==> src/rtl/pulse_mode_ctrl.sv <==
// Pulsed-enable sequencer for a shift-register latch chain: issues N enable pulses of PW cycles separated by 1-cycle gaps.
// Optional build macro MODE_CHECK_EN rejects start requests carrying an invalid mode (101..111) and pulses err.
module pulse_mode_ctrl #(
  parameter int unsigned WIDTH = 4,
  parameter int unsigned PW    = 1
) (
  input  logic       clk,
  input  logic       rst,
  input  logic       start,
  input  logic [2:0] mode,
  input  logic       abort,
  output logic [2:0] sel,
  output logic       En1,
  output logic       En2,
  output logic       busy,
  output logic       done,
  output logic       err
);

  localparam int unsigned CW = $clog2(WIDTH + 1);

  localparam logic [2:0] MODE_PISO = 3'b010;
  localparam logic [2:0] MODE_PIPO = 3'b011;

  typedef enum logic [1:0] {
    IDLE  = 2'd0,
    PULSE = 2'd1,
    GAP   = 2'd2,
    DONE  = 2'd3
  } state_t;

  state_t        state, state_nx;
  logic [CW-1:0] pcnt, pcnt_nx, pcnt_inc_c, npulse_c;
  logic [3:0]    pwcnt, pwcnt_nx;
  logic [2:0]    sel_nx;
  logic          en1_nx, en2_nx, busy_nx, done_nx, err_nx;
  logic          bad_mode_c;

`ifdef MODE_CHECK_EN
  assign bad_mode_c = (mode > 3'b100);
`else
  assign bad_mode_c = 1'b0;
`endif

  // Pulse count for the latched operation: a parallel load needs one strobe only.
  assign npulse_c   = (sel == MODE_PIPO) ? CW'(1) : CW'(WIDTH);
  assign pcnt_inc_c = pcnt + CW'(1);

  // State and registered outputs
  always_ff @(posedge clk or posedge rst) begin
    if (rst) begin
      state <= IDLE;
      pcnt  <= '0;
      pwcnt <= '0;
      sel   <= '0;
      En1   <= 1'b0;
      En2   <= 1'b0;
      busy  <= 1'b0;
      done  <= 1'b0;
    end else begin
      state <= state_nx;
      pcnt  <= pcnt_nx;
      pwcnt <= pwcnt_nx;
      sel   <= sel_nx;
      En1   <= en1_nx;
      En2   <= en2_nx;
      busy  <= busy_nx;
      done  <= done_nx;
    end
  end

`ifdef MODE_CHECK_EN
  always_ff @(posedge clk or posedge rst) begin
    if (rst) err <= 1'b0;
    else     err <= err_nx;
  end
`else
  assign err = 1'b0;
`endif

  // Next state; outputs are derived from the next state so they register in step with it
  always_comb begin
    state_nx = state;
    pcnt_nx  = pcnt;
    pwcnt_nx = pwcnt;
    sel_nx   = sel;
    err_nx   = 1'b0;

    case (state)
      IDLE: begin
        if (start && !abort) begin
          if (bad_mode_c) begin
            err_nx = 1'b1;
          end else begin
            sel_nx   = mode;
            pcnt_nx  = '0;
            pwcnt_nx = '0;
            state_nx = PULSE;
          end
        end
      end
      PULSE: begin
        if (abort) begin
          pwcnt_nx = '0;
          state_nx = IDLE;
        end else if (pwcnt == 4'(PW - 1)) begin
          pwcnt_nx = '0;
          pcnt_nx  = pcnt_inc_c;
          state_nx = (pcnt_inc_c == npulse_c) ? DONE : GAP;
        end else begin
          pwcnt_nx = pwcnt + 4'd1;
        end
      end
      GAP: begin
        state_nx = abort ? IDLE : PULSE;
      end
      DONE: begin
        state_nx = IDLE;
      end
      default: begin
        state_nx = IDLE;
      end
    endcase

    en1_nx  = (state_nx == PULSE) && (sel_nx != MODE_PISO);
    en2_nx  = (state_nx == PULSE) && (sel_nx == MODE_PISO);
    busy_nx = (state_nx == PULSE) || (state_nx == GAP);
    done_nx = (state_nx == DONE);
  end

endmodule

==> config.mk <==
export PLATFORM = sky130hd
export DESIGN_NAME = pulse_mode_ctrl
export DESIGN_NICKNAME = d
export VERILOG_FILES = /design/src/rtl/pulse_mode_ctrl.sv
export SDC_FILE = /design/constraint.sdc
export NUM_CORES = 1
export LEC_CHECK = 0
export BUFFER_PORTS_ARGS = -buffer_cell sky130_fd_sc_hd__buf_2
export CORE_ASPECT_RATIO = 1.2
export CORE_MARGIN = 4
export CORE_UTILIZATION = 35
export CTS_BUF_LIST = sky130_fd_sc_hd__clkbuf_4 sky130_fd_sc_hd__clkbuf_8
export DETAILED_ROUTE_END_ITERATION = 10
export HOLD_SLACK_MARGIN = 0.02
export PLACE_DENSITY = 0.57
export SLEW_MARGIN = 30
export SYNTH_ARGS = -nofsm -noshare
export SYNTH_HDL_FRONTEND = slang
export SYNTH_SLANG_ARGS = --single-unit
==> constraint.sdc <==
create_clock -name clk -period 2.7 [get_ports clk]
set_clock_uncertainty 0.2 [all_clocks]
set_input_delay 0.54 -clock clk [delete_from_list [all_inputs] [get_ports clk]]
set_output_delay 0.54 -clock clk [all_outputs]
set_load 0.01 [all_outputs]
# Yosys cells after proc, flatten, opt, wreduce, memory -nomap -nowiden
# Cells that the tools add are included.
[word_totals]
in_bits = 7
word_cells = 50
ff_bits = 16
out_inout_bits = 8
[classes]
n_addsub = 2
n_mux = 17
n_reduce_logical = 10
n_eq_ne = 13
[op_table]
columns = ["op", "n"]
rows = [
  ["3-bit 2-to-1 mux", 6],
  ["4-bit 2-to-1 mux", 3],
  ["2-bit equality test, second input constant", 4],
  ["2-bit one-hot mux with 4 select lines", 1],
  ["4-bit one-hot mux with 2 select lines", 1],
  ["3-bit by 2-bit equality test with 1-bit output, second input constant", 2],
  ["2-bit 2-to-1 mux", 3],
  ["2-bit inequality test, second input constant", 3],
  ["3-bit one-hot mux with 2 select lines", 1],
  ["4-bit by 1-bit adder with 4-bit output, second input constant", 1],
  ["2-bit by 1-bit equality test with 1-bit output, second input constant", 2],
  ["4-bit zero test", 1],
  ["4-bit AND reduction", 1],
  ["3-bit by 1-bit adder with 3-bit output, second input constant", 1],
  ["3-bit equality test", 1],
  ["1-bit logical AND", 3],
  ["3-bit by 2-bit inequality test with 1-bit output, second input constant", 1],
  ["2-bit zero test", 1],
  ["1-bit 2-to-1 mux", 2],
  ["2-bit AND reduction", 1],
  ["2-bit nonzero test", 1],
  ["1-bit zero test", 1],
  ["1-bit logical OR", 1],
]

# Depth between registers and ports, before layout
[depth]
depth_word = 9
ltp_mapped = 8
ltp_nobuf = 7

# Worst setup path before layout
# Ideal clock, no wire load.
[synth_timing]
path_kind = "register to register"
start = "register pwcnt[0]"
end = "register En2"
path_stages_with_launch = 9
period_less_slack_ns = 1.999
setup_slack_ns = 0.701
arrival_time_ns = 1.680
n_path_buf = 1
required_ns = 2.380
setup_time_ns = 0.120
path_cell_list = "dfrtp_1 > inv_1 > ha_1 > or3b_1 > clkbuf_1 > nor3_1 > nand2_1 > ha_1 > and3_1"
[synth_between]
elab_chain_cells = 6
[synth_lines]
columns = ["element", "line", "rtl"]
rows = [
  ["start: declaration", "34", "logic [3:0] pwcnt, pwcnt_nx;"],
  ["start signal: assignment", "63", "pwcnt <= pwcnt_nx;"],
  ["4-bit zero test", "106", "end else if (pwcnt == 4'(PW - 1)) begin"],
  ["2-bit 2-to-1 mux", "106", ""],
  ["2-bit 2-to-1 mux", "103", "if (abort) begin"],
  ["2-bit one-hot mux with 4 select lines", "89", "case (state)"],
  ["2-bit by 1-bit equality test with 1-bit output", "126", "en2_nx = (state_nx == PULSE) && (sel_nx == MODE_PISO);"],
  ["1-bit logical AND", "126", ""],
  ["net en2_nx", "36", "logic en1_nx, en2_nx, busy_nx, done_nx, err_nx;"],
  ["end signal: assignment", "66", "En2 <= en2_nx;"],
  ["end: declaration", "14", "output logic En2,"],
]
# The timed path passes the listed nets, and every way through them passes these cells.
# A chain may end at the register's enable or synchronous reset.

# Final worst setup path
# Same ends and word-level chain as after synthesis.

==> run metrics <==
Crit. End Element=register; ranking of synthesized cells by area=dfrtp_1 45%, ha_1 7.0%, nand3_1 3.3%, inv_1 3.3%, nor4b_4 2.6%; Routed Antenna Nets=0; RD Place Congestion=between 0.8 and 0.9; footprint of the multi-input gates=434 µm²; commonest non-fill, non-tap cell in the layout=dfrtp_1; part of the Yosys area used for sequential elements=44.6%; Port Buf Inserts=13; P&R area growth vs syn=10.3%; I/O pins=15; Starting DRT DRC Count=16; Die Ht=63.5 µm; sequential power share=51.0%; Remaining Overflow, GRT=0; worst-margin pin slew=625 ps; Slew Limit Fails=0; CTS Buf Count=3; Global Route Usage Sum=12.3%; via density per instance=5.38; Internal=455 µW; FF+latch count, synth=16; cells on worst reg2reg path=7; Avg Inst Size Synth=about 10 µm²; Lkg Pwr=0.477 nW; Switching Fraction=37.1%; clk root buf=clkbuf_4; number of fill cells=250; Synth top area share=between 40% and 50%; syn nets=between 90 and 100; Post-CTS Setup Repair Bufs=0; minimum clock period=2180 ps; outcome=complete, no violations; Reg area=around 400 µm²; Core Area=2380 µm²; Final #Nets=111; CTS resizes=0; CTS Buffer Depth=2; RSZ-0062 raised after global routing=false; critical path peak fanout=7; CTS sink cnt=16; H-tree depth=1; synthesized instance count=86; Critical Path AT=between 2000 and 2500 ps; Post-Syn Area=roughly 900 µm²; Setup Slack @ Placement=~540 ps; Die ar.=roughly 3400 µm²; routed len/inst=14.3 µm; Post-CTS Hold Fix Bufs=0; Startpoint Class=register; post-synthesis cell type count=38; Die W=54.3 µm; first-pass GRT wire length=3150 µm; TNS Setup=0 ps; cell taking the most area after synthesis=dfrtp_1; Initial Utilization=37.8%; final hold vios=0; NetSw=269 µW; max cap viols=0; worst relative slew slack=58.3%; CP required=2680 ps; pwr/cell area=730 nW/µm²; diode count=0; site row count=19; largest net degree at the start of global routing=18; fraction of layout cells with a size suffix above 1=20.6%; DRC viols=0; CTS tree=built; Total Wirelength=1830 µm; hold slack=between 100 and 150 ps; via count=688; Max VDD drop=339 µV; Pre-Repair DR Iteration Count=4; CP Class=reg2reg; Comb power frac=31.6%; Tightest Hold Check Type=in2async; Setup WS post-layout=between 500 and 600 ps; clock network fraction of total power=17.5%; Final period util=80.8%; post-DP HPWL=1350 µm; Max Clk Rate=458 MHz; most frequent cells in the layout=16 x dfrtp_1, 13 x buf_2, 8 x inv_1; worst-skew pair later-pin latency=280 ps; initial antenna violation count=0; yosys warns=0; vias in the first global route=680; Setup Viol. Count Final=0; Worst-path clk slew=90 ps
==> worst paths after layout <==
kind,startpoint,endpoint,slack (ps)
max in group asynchronous,rst,done,1780
min reg2reg,pwcnt[0],pwcnt[0],360
max reg2reg,pwcnt[0],En2,520
min in group clk,mode[2],sel[2],300
min,rst,pwcnt[0],120
max,pwcnt[0],En2,520
==> flip-flops by register name, summed over array words and instances, names as in the netlist <==
signal / count
state: 2
En1: 1
done: 1
pwcnt: 4
sel: 3
pcnt: 3
En2: 1
busy: 1
==> power groups by stage <==
stage	Clock, mW	Sequential [mW]	Combinational, mW
after floorplan	0	0.356	0.171
after global placement	0	0.371	0.227
after detailed placement	0	0.372	0.228
after CTS	0.130	0.367	0.231
after global routing	0.143	0.381	0.256
final	0.126	0.369	0.229
==> cell usage after synthesis (all sizes together) <==
cell	count
o221ai	1
a21oi	3
nand4	1
a31oi	1
and3	1
nor4b	1
mux2	4
o2111ai	1
nand3b	1
or3	1
nand2b	1
nor3b	2
o21ai	2
inv	8
nor2	5
a221o	1
mux2i	1
or3b	1
ha	5
nor3	1
nand2	5
xor2	1
nand4b	1
buf	3
o31ai	2
o311ai	2
conb	1
nand3	6
a41oi	1
o311a	1
clkbuf	2
nand4bb	1
a21boi	1
dfrtp	16
and4b	1
==> metal layers <==
metal	track usage, %	wire (µm)
met1	17.2	872
met2	17.2	850
met3	3.54	87
met4	5.61	17
met5	0	0
==> worst max-delay path, stage by stage, from the launching register on <==
cell,delay [ps]
dfrtp_1,440
inv_1,70
ha_1,160
or3b_1,480
nor3_1,240
nand2_1,110
ha_1,220
and3_1,150
==> cell type report <==
type	count	share of cell area, %
multi-input cells	57	43.8
clock buffers	3	2.27
flip-flops and latches	16	40.4
inverters	8	3.03
repair buffers	13	6.57
well taps	31	3.91
==> logic make-up (layout without fill, tap and decap cells) <==
logic type               after synthesis  in the layout  share of synthesized area, %
other                                  1              1                         0.417
buffers and inverters                 13             24                          7.10
AO/OA/AOI/OAI                         16             16                          13.1
multiplexers                           5              5                          6.55
AND/OR/NAND/NOR                       29             29                          20.3
adder cells (fa/ha/maj)                5              5                          6.96
flip-flops                            16             16                          44.6
XOR/XNOR                               1              1                         0.975
==> per-stage QoR <==
step	util (%)	total power [mW]	std cells	cell area, µm²
6_report	41.7	0.724	128	991
5_1_grt	41.7	0.780	128	991
4_1_cts	41.7	0.729	128	991
3_5_place_dp	40.7	0.600	125	968
3_3_place_gp	40.7	0.598	125	968
2_1_floorplan	-	0.527	86	898
Power figures use the tool's default switching activity.
